`src/rtl/regfile_arb_pkg.sv`:
```
// Shared types for the register-file port arbiter.
// Holds FSM states, debug op codes and register-file geometry.
package regfile_arb_pkg;

  localparam int REG_ADDR_W = 5;
  localparam int NUM_REGS   = 32;

  typedef enum logic [2:0] {
    IDLE,
    DRAIN,
    ACCESS,
    CLEAR,
    RESP
  } arb_state_t;

  typedef logic [1:0] dbg_op_t;

  localparam dbg_op_t OP_READ  = 2'b00;
  localparam dbg_op_t OP_WRITE = 2'b01;
  localparam dbg_op_t OP_CLEAR = 2'b10;

endpackage

```
`src/rtl/regfile_port_arbiter_sweep_ctr.sv`:
```
// Loadable up-counter with terminal flag.
// Shared by the drain wait and the clear sweep.
module rf_sweep_ctr
  import regfile_arb_pkg::*;
(
  input  logic                  clk,
  input  logic                  rst,
  input  logic                  load,
  input  logic                  en,
  input  logic [REG_ADDR_W-1:0] load_val,
  input  logic [REG_ADDR_W-1:0] last,
  output logic [REG_ADDR_W-1:0] cnt,
  output logic                  done
);

  always_ff @(posedge clk or posedge rst) begin
    if (rst) begin
      cnt <= '0;
    end else if (load) begin
      cnt <= load_val;
    end else if (en) begin
      cnt <= cnt + REG_ADDR_W'(1);
    end
  end

  assign done = (cnt == last);

endmodule

```
`src/rtl/regfile_port_arbiter.sv`:
```
// Shares the register-file write port and rs1 read path
// between the core and the UART debug unit.
module regfile_port_arbiter
  import regfile_arb_pkg::*;
#(
  parameter int DATA_W       = 32,
  parameter int DRAIN_CYCLES = 2
) (
  input  logic                  clk,
  input  logic                  rst,
  input  logic                  core_wr,
  input  logic [REG_ADDR_W-1:0] core_addr_rd,
  input  logic [DATA_W-1:0]     core_rd,
  input  logic [REG_ADDR_W-1:0] core_addr_rs1,
  input  logic [REG_ADDR_W-1:0] core_addr_rs2,
  output logic [DATA_W-1:0]     core_rs1,
  output logic [DATA_W-1:0]     core_rs2,
  output logic                  core_stall,
  input  logic                  dbg_req,
  input  logic [1:0]            dbg_op,
  input  logic [REG_ADDR_W-1:0] dbg_addr,
  input  logic [DATA_W-1:0]     dbg_wdata,
  output logic                  dbg_ack,
  output logic [DATA_W-1:0]     dbg_rdata,
  output logic                  rf_wr,
  output logic [REG_ADDR_W-1:0] rf_addr_rd,
  output logic [DATA_W-1:0]     rf_rd,
  output logic [REG_ADDR_W-1:0] rf_addr_rs1,
  output logic [REG_ADDR_W-1:0] rf_addr_rs2,
  input  logic [DATA_W-1:0]     rf_rs1,
  input  logic [DATA_W-1:0]     rf_rs2
);

  localparam logic [REG_ADDR_W-1:0] ONE =
    REG_ADDR_W'(1);
  localparam logic [REG_ADDR_W-1:0] DRAIN_LAST =
    REG_ADDR_W'(DRAIN_CYCLES);
  localparam logic [REG_ADDR_W-1:0] SWEEP_LAST =
    REG_ADDR_W'(NUM_REGS - 1);

  arb_state_t state, next_state;

  dbg_op_t               op_q;
  logic [REG_ADDR_W-1:0] addr_q;
  logic [DATA_W-1:0]     wdata_q;
  logic                  armed;

  logic                  ctr_load;
  logic                  ctr_en;
  logic [REG_ADDR_W-1:0] ctr_last;
  logic [REG_ADDR_W-1:0] ctr_cnt;
  logic                  ctr_done;

  rf_sweep_ctr u_ctr (
    .clk      (clk),
    .rst      (rst),
    .load     (ctr_load),
    .en       (ctr_en),
    .load_val (ONE),
    .last     (ctr_last),
    .cnt      (ctr_cnt),
    .done     (ctr_done)
  );

  always_ff @(posedge clk or posedge rst) begin
    if (rst) begin
      state <= IDLE;
    end else begin
      state <= next_state;
    end
  end

  always_comb begin
    next_state = state;
    ctr_load   = 1'b0;
    ctr_en     = 1'b0;
    ctr_last   = DRAIN_LAST;
    unique case (state)
      IDLE: begin
        if (dbg_req && armed) begin
          next_state = DRAIN;
          ctr_load   = 1'b1;
        end
      end
      DRAIN: begin
        if (ctr_done) begin
          ctr_load   = 1'b1;
          next_state = (op_q == OP_CLEAR) ? CLEAR : ACCESS;
        end else begin
          ctr_en = 1'b1;
        end
      end
      ACCESS: next_state = RESP;
      CLEAR: begin
        ctr_last = SWEEP_LAST;
        if (ctr_done) begin
          next_state = RESP;
        end else begin
          ctr_en = 1'b1;
        end
      end
      RESP: begin
        if (!dbg_req) begin
          next_state = IDLE;
        end
      end
      default: next_state = IDLE;
    endcase
  end

  // Core owns the ports except during the debug access itself.
  always_comb begin
    rf_wr       = core_wr;
    rf_addr_rd  = core_addr_rd;
    rf_rd       = core_rd;
    rf_addr_rs1 = core_addr_rs1;
    unique case (1'b1)
      (state == ACCESS): begin
        rf_wr       = (op_q == OP_WRITE) && (addr_q != '0);
        rf_addr_rd  = addr_q;
        rf_rd       = wdata_q;
        rf_addr_rs1 = addr_q;
      end
      (state == CLEAR): begin
        rf_wr      = 1'b1;
        rf_addr_rd = ctr_cnt;
        rf_rd      = '0;
      end
      default: ;
    endcase
  end

  assign rf_addr_rs2 = core_addr_rs2;
  assign core_rs1    = rf_rs1;
  assign core_rs2    = rf_rs2;

  // armed needs one idle cycle with req low, so a held req never retriggers.
  always_ff @(posedge clk or posedge rst) begin
    if (rst) begin
      core_stall <= 1'b0;
      dbg_ack    <= 1'b0;
      dbg_rdata  <= '0;
      armed      <= 1'b0;
      op_q       <= OP_READ;
      addr_q     <= '0;
      wdata_q    <= '0;
    end else begin
      core_stall <= (next_state != IDLE);
      dbg_ack    <= (state == RESP) && (next_state == RESP);
      if (state != IDLE) begin
        armed <= 1'b0;
      end else if (!dbg_req) begin
        armed <= 1'b1;
      end
      if (state == IDLE && next_state == DRAIN) begin
        op_q    <= dbg_op;
        addr_q  <= dbg_addr;
        wdata_q <= dbg_wdata;
      end
      if (state == ACCESS && op_q != OP_WRITE) begin
        dbg_rdata <= rf_rs1;
      end
    end
  end

endmodule
```
`config.mk`:
```
export PLATFORM = sky130hd
export DESIGN_NAME = regfile_port_arbiter
export DESIGN_NICKNAME = d
export VERILOG_FILES = /design/src/rtl/regfile_arb_pkg.sv /design/src/rtl/regfile_port_arbiter_sweep_ctr.sv /design/src/rtl/regfile_port_arbiter.sv
export SDC_FILE = /design/constraint.sdc
export NUM_CORES = 1
export LEC_CHECK = 0
export CAP_MARGIN = 0
export CORE_AREA = 2 2 118 120
export CTS_CLUSTER_DIAMETER = 200
export DETAILED_ROUTE_END_ITERATION = 12
export DIE_AREA = 0 0 120 122
export PLACE_DENSITY = 0.8
export SYNTH_ARGS = -nofsm -noshare
export SYNTH_HDL_FRONTEND = slang
export SYNTH_SLANG_ARGS = --single-unit
```
`constraint.sdc`:
```
create_clock -name clk -period 5.52 [get_ports clk]
set_clock_uncertainty 0.2 [all_clocks]
set_input_delay 1.38 -clock clk [delete_from_list [all_inputs] [get_ports clk]]
set_output_delay 1.38 -clock clk [all_outputs]
set_load 0.02 [all_outputs]
```
After elaboration in Yosys (flattened, before gate mapping)
Cells that the tools add are included.

word-level totals
  input bits = 154
  bits in registers = 82
  memories kept = 0
  latch bits = 0
  bits in writable memories = 0
  bits in read-only memories = 0
  output and inout bits = 146

cells by class
  $mul = 0
  magnitude comparators = 0
  div/mod/pow operators = 0
  bitwise logic cells = 0
  add/sub/neg operators = 1
  reduce and logical (&&, ||, !) cells = 11
  shift-type cells = 0
  eq/ne operators = 11
  muxes and demuxes = 20

operators with widths
  operator                                                         count
  32-bit one-hot mux with 2 select lines                           1
  5-bit two-way mux                                                4
  3-bit one-hot mux with 5 select lines                            1
  3-bit two-way mux                                                4
  5-bit one-hot mux with 2 select lines                            1
  1-bit two-way mux                                                7
  3-bit by 1-bit == test with 1-bit output, second input constant  2
  3-bit by 2-bit == test with 1-bit output, second input constant  2
  3-bit == test, second input constant                             2
  3-bit nonzero test                                               2
  5-bit by 1-bit adder with 5-bit output, second input constant    1
  5-bit == test                                                    1
  1-bit logical AND                                                5
  5-bit nonzero test                                               1
  2-bit by 1-bit != test with 1-bit output, second input constant  2
  1-bit one-hot mux with 2 select lines                            2
  3-bit zero test                                                  1
  2-bit by 1-bit == test with 1-bit output, second input constant  1
  2-bit == test, second input constant                             1
  2-bit nonzero test                                               1
  2-bit OR reduction                                               1

Longest topological paths before layout
Gate-level depths: netlist of the first run.

  depth in word-level cells = 7
  depth in mapped cells = 9

Modules after synthesis
From an unflattened synthesis of the first run, not the netlist that was laid out.

unflattened totals
  cells, all modules = 418
  area total of the unflattened synthesis = 4518.1 um^2

modules (own cells, without submodules)
  module                seq. area each (um^2)  cells each  instances  area an instance (um^2)
  regfile_port_arbiter  1926.8                 386         1          4211.5
  rf_sweep_ctr          125.1                  32          1          306.5

Least setup slack after synthesis of the first run
OpenSTA, ideal clock, no wires.

  path kind = reg-to-output
  from = reg state[2]
  to = out rf_addr_rd[0]
  cell stages (with the launch flop) = 8
  data required time = 3.940 ns
  data arrival time = 1.783 ns
  slack = 2.157 ns
  path through = dfrtp_1 nand2b_1 clkbuf_1 clkbuf_1 nor2_1 ha_1 a21oi_1 o21ai_0

on the way
  word-level cells in the longest chain between the ends = 2
  elaborated cells on any way between the ends = 3
  classes of those cells = 2 x eq/ne; 1 x mux

ends and longest elaborated chain
  item                                                                RTL line                                                  RTL
  from (decl)                                                         regfile_port_arbiter.sv:41                                arb_state_t state, next_state;
  from (signal assigned)                                              regfile_port_arbiter.sv:69                                state <= next_state;
  3-bit by 2-bit == test with 1-bit output, on equally long branches  regfile_port_arbiter.sv:124, regfile_port_arbiter.sv:118
  5-bit one-hot mux with 2 select lines (*)                           regfile_port_arbiter.sv:117                               unique case (1'b1)
  to (decl)                                                           regfile_port_arbiter.sv:26                                output logic [REG_ADDR_W-1:0] rf_addr_rd,

Every way passes the cells marked *; elsewhere a longest branch is shown, timed or not.

Worst setup path in the final report of the first run
  from = in core_addr_rd[0]
  to = out rf_addr_rd[0]

on the way
  word-level cells in the longest chain between the ends = 1

ends and longest elaborated chain
  item                                   RTL line                     RTL
  from (decl)                            regfile_port_arbiter.sv:12   input logic [REG_ADDR_W-1:0] core_addr_rd,
  5-bit one-hot mux with 2 select lines  regfile_port_arbiter.sv:117

No other way between the ends.

==> results of run 1 <==
-- metrics by stage --
step	hold WS, ns	utilization, %
6_report	0.289	50.0
5_1_grt	0.314	50.0
4_1_cts	0.296	50.0
3_5_place_dp	0.282	47.7
3_3_place_gp	0.275	47.7
2_1_floorplan	0.281	-
-- cells in the mapped netlist, types with 5 or more instances --
cell type,count
a21oi_1,8
mux2_4,36
mux2_2,39
buf_4,69
o21ai_0,45
clkbuf_1,11
dfrtp_1,82
nor2_1,5
nand2_1,70
ha_1,5
-- layer usage --
layer | GRT usage [%] | vias to the layer above | share of wire [%]
met3 | 2.39 | 39 | 4.1
li1 | - | 1660 | -
met4 | 7.50 | 0 | 2.9
met1 | 20.1 | 1742 | 40
met2 | 29.8 | 120 | 53
met5 | 0 | - | 0
-- path summary, 6_finish.rpt --
| check | start | endpoint | cells after the start |
|---|---|---|---|
| worst max-delay path | core_addr_rd[0] | rf_addr_rd[0] | 4 |
| worst min-delay path | dbg_rdata[15]$_DFFE_PP0P_ | dbg_rdata[15]$_DFFE_PP0P_ | 1 |
| worst max register to register | state[0]$_DFF_PP0_ | u_ctr.cnt[0]$_DFFE_PP0P_ | 6 |
| worst min register to register | dbg_rdata[15]$_DFFE_PP0P_ | dbg_rdata[15]$_DFFE_PP0P_ | 1 |
| max in group asynchronous | rst | wdata_q[0]$_DFFE_PP0P_ | 3 |
| min in group asynchronous | rst | dbg_rdata[8]$_DFFE_PP0P_ | 2 |
-- where the power goes --
part	switching (mW)	internal (mW)	total [mW]
combinational	0.607	0.757	1.36
clock	0.251	0.368	0.618
sequential	0.208	0.898	1.11
total	1.07	2.02	3.09
-- flip-flops by register name (all words and copies together) (netlist names) --
signal      cells
dbg_rdata      32
wdata_q        32
addr_q          5
u_ctr.cnt       5
state           3
op_q            2
armed           1
core_stall      1
dbg_ack         1
-- area by class of cell --
type | count | area [µm²] | area share, %
Sequential cell | 82 | 2050 | 30.4
Multi-Input combinational cell | 242 | 1880 | 27.8
Inverter | 5 | 20.0 | 0.296
Timing Repair Buffer | 228 | 2270 | 33.7
Clock inverter | 6 | 71.3 | 1.06
Clock buffer | 10 | 239 | 3.54
Tap cell | 180 | 225 | 3.33
-- critical path, stage by stage --
cell             delay, ns
clkdlybuf4s50_1       0.50
nand2_1               0.10
o21ai_0               0.14
clkdlybuf4s50_1       0.67
-- cells by family after synthesis --
logic type | Yosys count
and+or+nand+nor | 92
DFF | 82
buffers and inverters | 96
AOI/OAI and AO/OA | 66
adders and majority gates | 5
muxes | 79
==> reports/metrics.yaml, run 1 <==
status: "finished, final reports clean"
worst_pin_slew_ns: 0.982
ctsLongestPathBuffers: 2
sequential_fraction_of_the_synthesis_area_pct: 44.3
synth.area.top_cells: "dfrtp_1 (44%), mux2_4 (12%), buf_4 (11%)"
final_count_of_hold_timing_violations: 0
avgRoutedWirePerCell_um: 16.9
cts_setup_buffers: 0
crit_fanout: 1
synth_top_family_by_area: "multiplexers"
fp.dieH_um: 122
layout_worst_path_cycle_share_pct: 79.3
synthDominantCellAreaShare_pct: 44.3
antenna_cells: 0
grt_start_max_net_pins: 71
cts_tree: "built"
commonest_non_fill_non_tap_cell_in_the_layout: "clkdlybuf4s50_1"
report.power.total_mw: 3.09
fin_cells: 753
placement.cell_area_mm2: 0.00645
io-pin-count: 300
synth_xor_area_share_pct: 0
postSynthRegisterBits: 82
area_growth_pct: 46.0
peakVddDrop_uv: 157
synth.largest_area_cell: "dfrtp_1"
grt_setup_unrepaired: "no"
post_detail_place_hpwl_um: 9740
vias_in_the_first_global_route: 3622
placedCellCount: 737
synth.mux.area_fraction_pct: 22.1
core-area_mm2: 0.0135
post_synth_instance_area_mm2: 0.00463
clk_root_buffer_cell: "clkbuf_16"
layout_common_cells: "clkdlybuf4s50_1 (225), dfrtp_1 (82), nand2_1 (70)"
synth_simple_gate_area_share_pct: 9.03
required_ns: 3.94
unique_cell_type_count_in_the_yosys_netlist: 37
fill_cell_instance_count_of_the_final_layout: 1172
tritoncts_num_sinks: 82
num_vias: 3561
timing.critical_path.from_type: "input port"
synth_fp_nets: 579
synth_flop_cell: "dfrtp_1"
r2r_setup_slack_ns: 2.31
globalRouteOverflowTotal: 0
finalWeightedCongestion: 0.870
area_fraction_in_compound_gates_after_synthesis_pct: 8.03
final.setup.tns_ns: 0
synthesis.yosys.warnings: 0
cts_inserted_buffers: 9
grt_pass1_wl_um: 19000
nNetsFinal: 727
dr.first_iter.drc_count: 159
total_power_density_per_cell_area_mw_per_mm2: 457
synthArstFlopShare_pct: 100
final.setup.worst_slack_ns: 1.15
clock_tree.htree_level_count: 3
final_design_area_no_fill_mm2: 0.00676
setup_viol: 0
ant_nets: 0
clk_pin_slew_worst_paths_ns: 0.06
number_of_antenna_violations_at_the_first_check_in_global_routing: 0
crit_arrival_ns: 2.79
synth_cells: 420
min_period_ns: 4.37
synth_area_per_cell_um2: 11.0
die-area_mm2: 0.0146
post_synth_fa_ha_maj_area_fraction_pct: 1.35
number_of_iterations_in_the_first_detailed_routing_pass: 4
die_w_um: 120
min_path_type: "flop to flop"
synth_enable_flop_cells: 0
core.rowCount: 43
fmaxAchievable_ghz: 0.229
routed_via_density: 4.73
drt-total-wl_um: 12700
initial_utilization_pct: 34.3
grt_use_total_pct: 16.7
post-place-ws_ns: 1.12
post_cts_hold_buffer_count: 0
worst_skew_pair.late_latency_ns: 0.33
timing_max_transition_violations_final: 0
crit_type: "input port to output pin"
critical_path.endpoint_type: "output pin"
power_leakage_nw: 2.85
cts_repair_resize_count: 0
rel_slew_slack_pct: 34.5
place.port_buffers: 225
max_cap_violations: 0
drt_drc_violations_left: 0
drive_above_1_share_pct: 17.5
Power figures use the tool's default switching activity.
==> run 2, diff against run 1 <==
CORE_AREA = default   (was 2 2 118 120)
CORE_UTILIZATION = 33   (was default)
DIE_AREA = default   (was 0 0 120 122)
PLACE_DENSITY = 0.79   (was 0.8)
clock period = 4 ns   (was 5.52 ns; I/O delays follow)
==> run 2 against run 1 <==
- die area decreased by 0.92%
- combinational power grew 40%
- via count down 1.6%
- clock-buffer cell count increased by 2
- global-route usage rose by 0.77 points
- critical path depth rose by 2
- highest routed layer unchanged
==> reports/metrics.yaml, run 2 (synthesis results as in run 1) <==
status: "finished, final reports clean"
critical-path-max-stage-delay_ns: 0.68  # about the same
multiInputGateArea_mm2: 0.00188  # unchanged
post-place-ws_ns: 0.387  # -0.736 ns
fp.dieH_um: 120  # -1.3%
die-area_mm2: 0.0145  # -0.92%
avgRoutedWirePerCell_um: 16.8  # -0.37%
crit_type: "flop to output pin"
finish.utilization_pct: 50.3  # +0.24 points
globalRouteOverflowTotal: 0  # unchanged
fill_cell_instance_count_of_the_final_layout: 1199  # +2.3%
worst_skew_pair.late_latency_ns: 0.34  # about the same
post_cts_hold_buffer_count: 0  # unchanged
setup_viol: 0  # unchanged
rel_slew_slack_pct: 60.0  # +25 points
drt-total-wl_um: 12600  # -0.50%
routed_via_density: 4.66  # -1.5%
drive_above_1_share_pct: 17.5  # +0.083 points
ff_latch_area_mm2: 0.00205  # unchanged
fmaxAchievable_ghz: 0.277
cts_repair_resize_count: 0  # unchanged
timing_max_transition_violations_final: 0  # unchanged
num_vias: 3503  # -1.6%
critical_path.cell_chain: "inv_2 -> nor2_1 -> ha_1 -> a21oi_1 -> o21ai_0 -> clkdlybuf4s50_1"
required_ns: 2.80  # -1.14 ns
clock_tree.htree_level_count: 3  # unchanged
final.setup.tns_ns: 0  # unchanged
grt_use_total_pct: 17.5  # +0.77 points
initial_utilization_pct: 34.4  # +0.13 points
crit_fanout: 10  # +9
clk_pin_slew_worst_paths_ns: 0.06  # about the same
antenna_cells: 0  # unchanged
ctsLongestPathBuffers: 2  # unchanged
cts_inserted_buffers: 9  # unchanged
dr.first_iter.drc_count: 138  # -13%
ant_nets: 0  # unchanged
placedCellCount: 736  # -0.14%
fin_hold_ws_ns: 0.289  # -0.0000300 ns
io-pin-count: 300  # unchanged
number_of_iterations_in_the_first_detailed_routing_pass: 4  # unchanged
power_leakage_nw: 2.86  # about the same
min_period_ns: 3.61
die_w_um: 120  # +0.37%
peakVddDrop_uv: 229  # +46%
grt_pass1_wl_um: 19500  # +2.7%
worst_pin_slew_ns: 0.600  # -0.382 ns
layout_common_cells: "clkdlybuf4s50_1 (225), dfrtp_1 (82), nand2_1 (70)"
report.power.total_mw: 4.19  # +36%
critical-path-slowest-cell: "clkdlybuf4s50_1"
core-area_mm2: 0.0135  # -0.38%
number_of_antenna_violations_at_the_first_check_in_global_routing: 0  # unchanged
min_path_type: "flop to flop"
cts_tree: "built"
critical_path.endpoint_type: "output pin"
layout_worst_path_cycle_share_pct: 90.3
max_cap_violations: 0  # unchanged
area_growth_pct: 46.1  # about the same
commonest_non_fill_non_tap_cell_in_the_layout: "clkdlybuf4s50_1"
total_power_density_per_cell_area_mw_per_mm2: 619  # +35%
vias_in_the_first_global_route: 3722  # +2.8%
tritoncts_num_sinks: 82  # unchanged
fin_cells: 752  # -0.13%
finalWeightedCongestion: 0.812  # -6.7%
placement.cell_area_mm2: 0.00649  # +0.66%
post_detail_place_hpwl_um: 9600  # -1.4%
grt_setup_unrepaired: "no"
final.setup.worst_slack_ns: 0.388  # -0.757 ns
crit_arrival_ns: 2.41  # -0.38 ns
final_count_of_hold_timing_violations: 0  # unchanged
nNetsFinal: 730  # +0.41%
place.port_buffers: 225  # unchanged
clk_root_buffer_cell: "clkbuf_16"
core.rowCount: 42  # -2.3%
biggestRegsByFlops: "dbg_rdata (32), wdata_q (32)"
final_design_area_no_fill_mm2: 0.00676  # about the same
drt_drc_violations_left: 0  # unchanged
cts_setup_buffers: 0  # unchanged
timing.critical_path.from_type: "flop"
grt_start_max_net_pins: 75  # +5.6%
## run 2: changes by cell type in the layout (fill, tap and decap cells not counted), sizes merged
cell / previous run / this run
clkinv: 1 / 2
bufinv: 1 / 0
clkinvlp: 2 / 3
inv: 7 / 4
clkbuf: 10 / 12
buf: 3 / 6
## run 2: routing by layer
layer	track usage, %	up-vias	part of all wire [%]
met1	19.9	1672	40
met2	30.7	130	52
li1	-	1669	-
met5	0	-	0
met4	6.71	0	2.5
met3	5.19	32	5.4
## run 2: cell type report
cell class / count / share of cell area [%]
inverters: 5 / 0.296
well taps: 176 / 3.26
clock buffers: 12 / 3.64
multi-input cells: 242 / 27.7
clock inverters: 4 / 0.407
repair buffers: 231 / 34.3
flip-flops and latches: 82 / 30.3
## run 2: worst paths after layout
path | startpoint | to | slack [ns] | cells past startpoint
min in group asynchronous | rst | dbg_rdata[8]$_DFFE_PP0P_ | 0.67 | 2
max | state[0]$_DFF_PP0_ | rf_addr_rd[2] | 0.39 | 6
min | dbg_rdata[15]$_DFFE_PP0P_ | dbg_rdata[15]$_DFFE_PP0P_ | 0.29 | 1
max in group asynchronous | rst | dbg_rdata[16]$_DFFE_PP0P_ | 2.30 | 3
max reg2reg | state[0]$_DFF_PP0_ | u_ctr.cnt[0]$_DFFE_PP0P_ | 1.15 | 6
min reg2reg | dbg_rdata[15]$_DFFE_PP0P_ | dbg_rdata[15]$_DFFE_PP0P_ | 0.29 | 1
## run 2: report_power, final
group | internal [mW] | leakage (nW) | total [mW] | switching (mW)
Combinational | 1.06 | 1.76 | 1.91 | 0.858
Clock | 0.436 | 0.125 | 0.755 | 0.319
Sequential | 1.24 | 0.974 | 1.52 | 0.277
## run 2: critical path, delay by kind of cell, from the launching register on
kind	cells	cell delay, ns
buffers and inverters	2	0.74
AOI/OAI and AO/OA	2	0.23
adders and majority gates	1	0.22
DFF	1	0.57
and+or+nand+nor	1	0.30
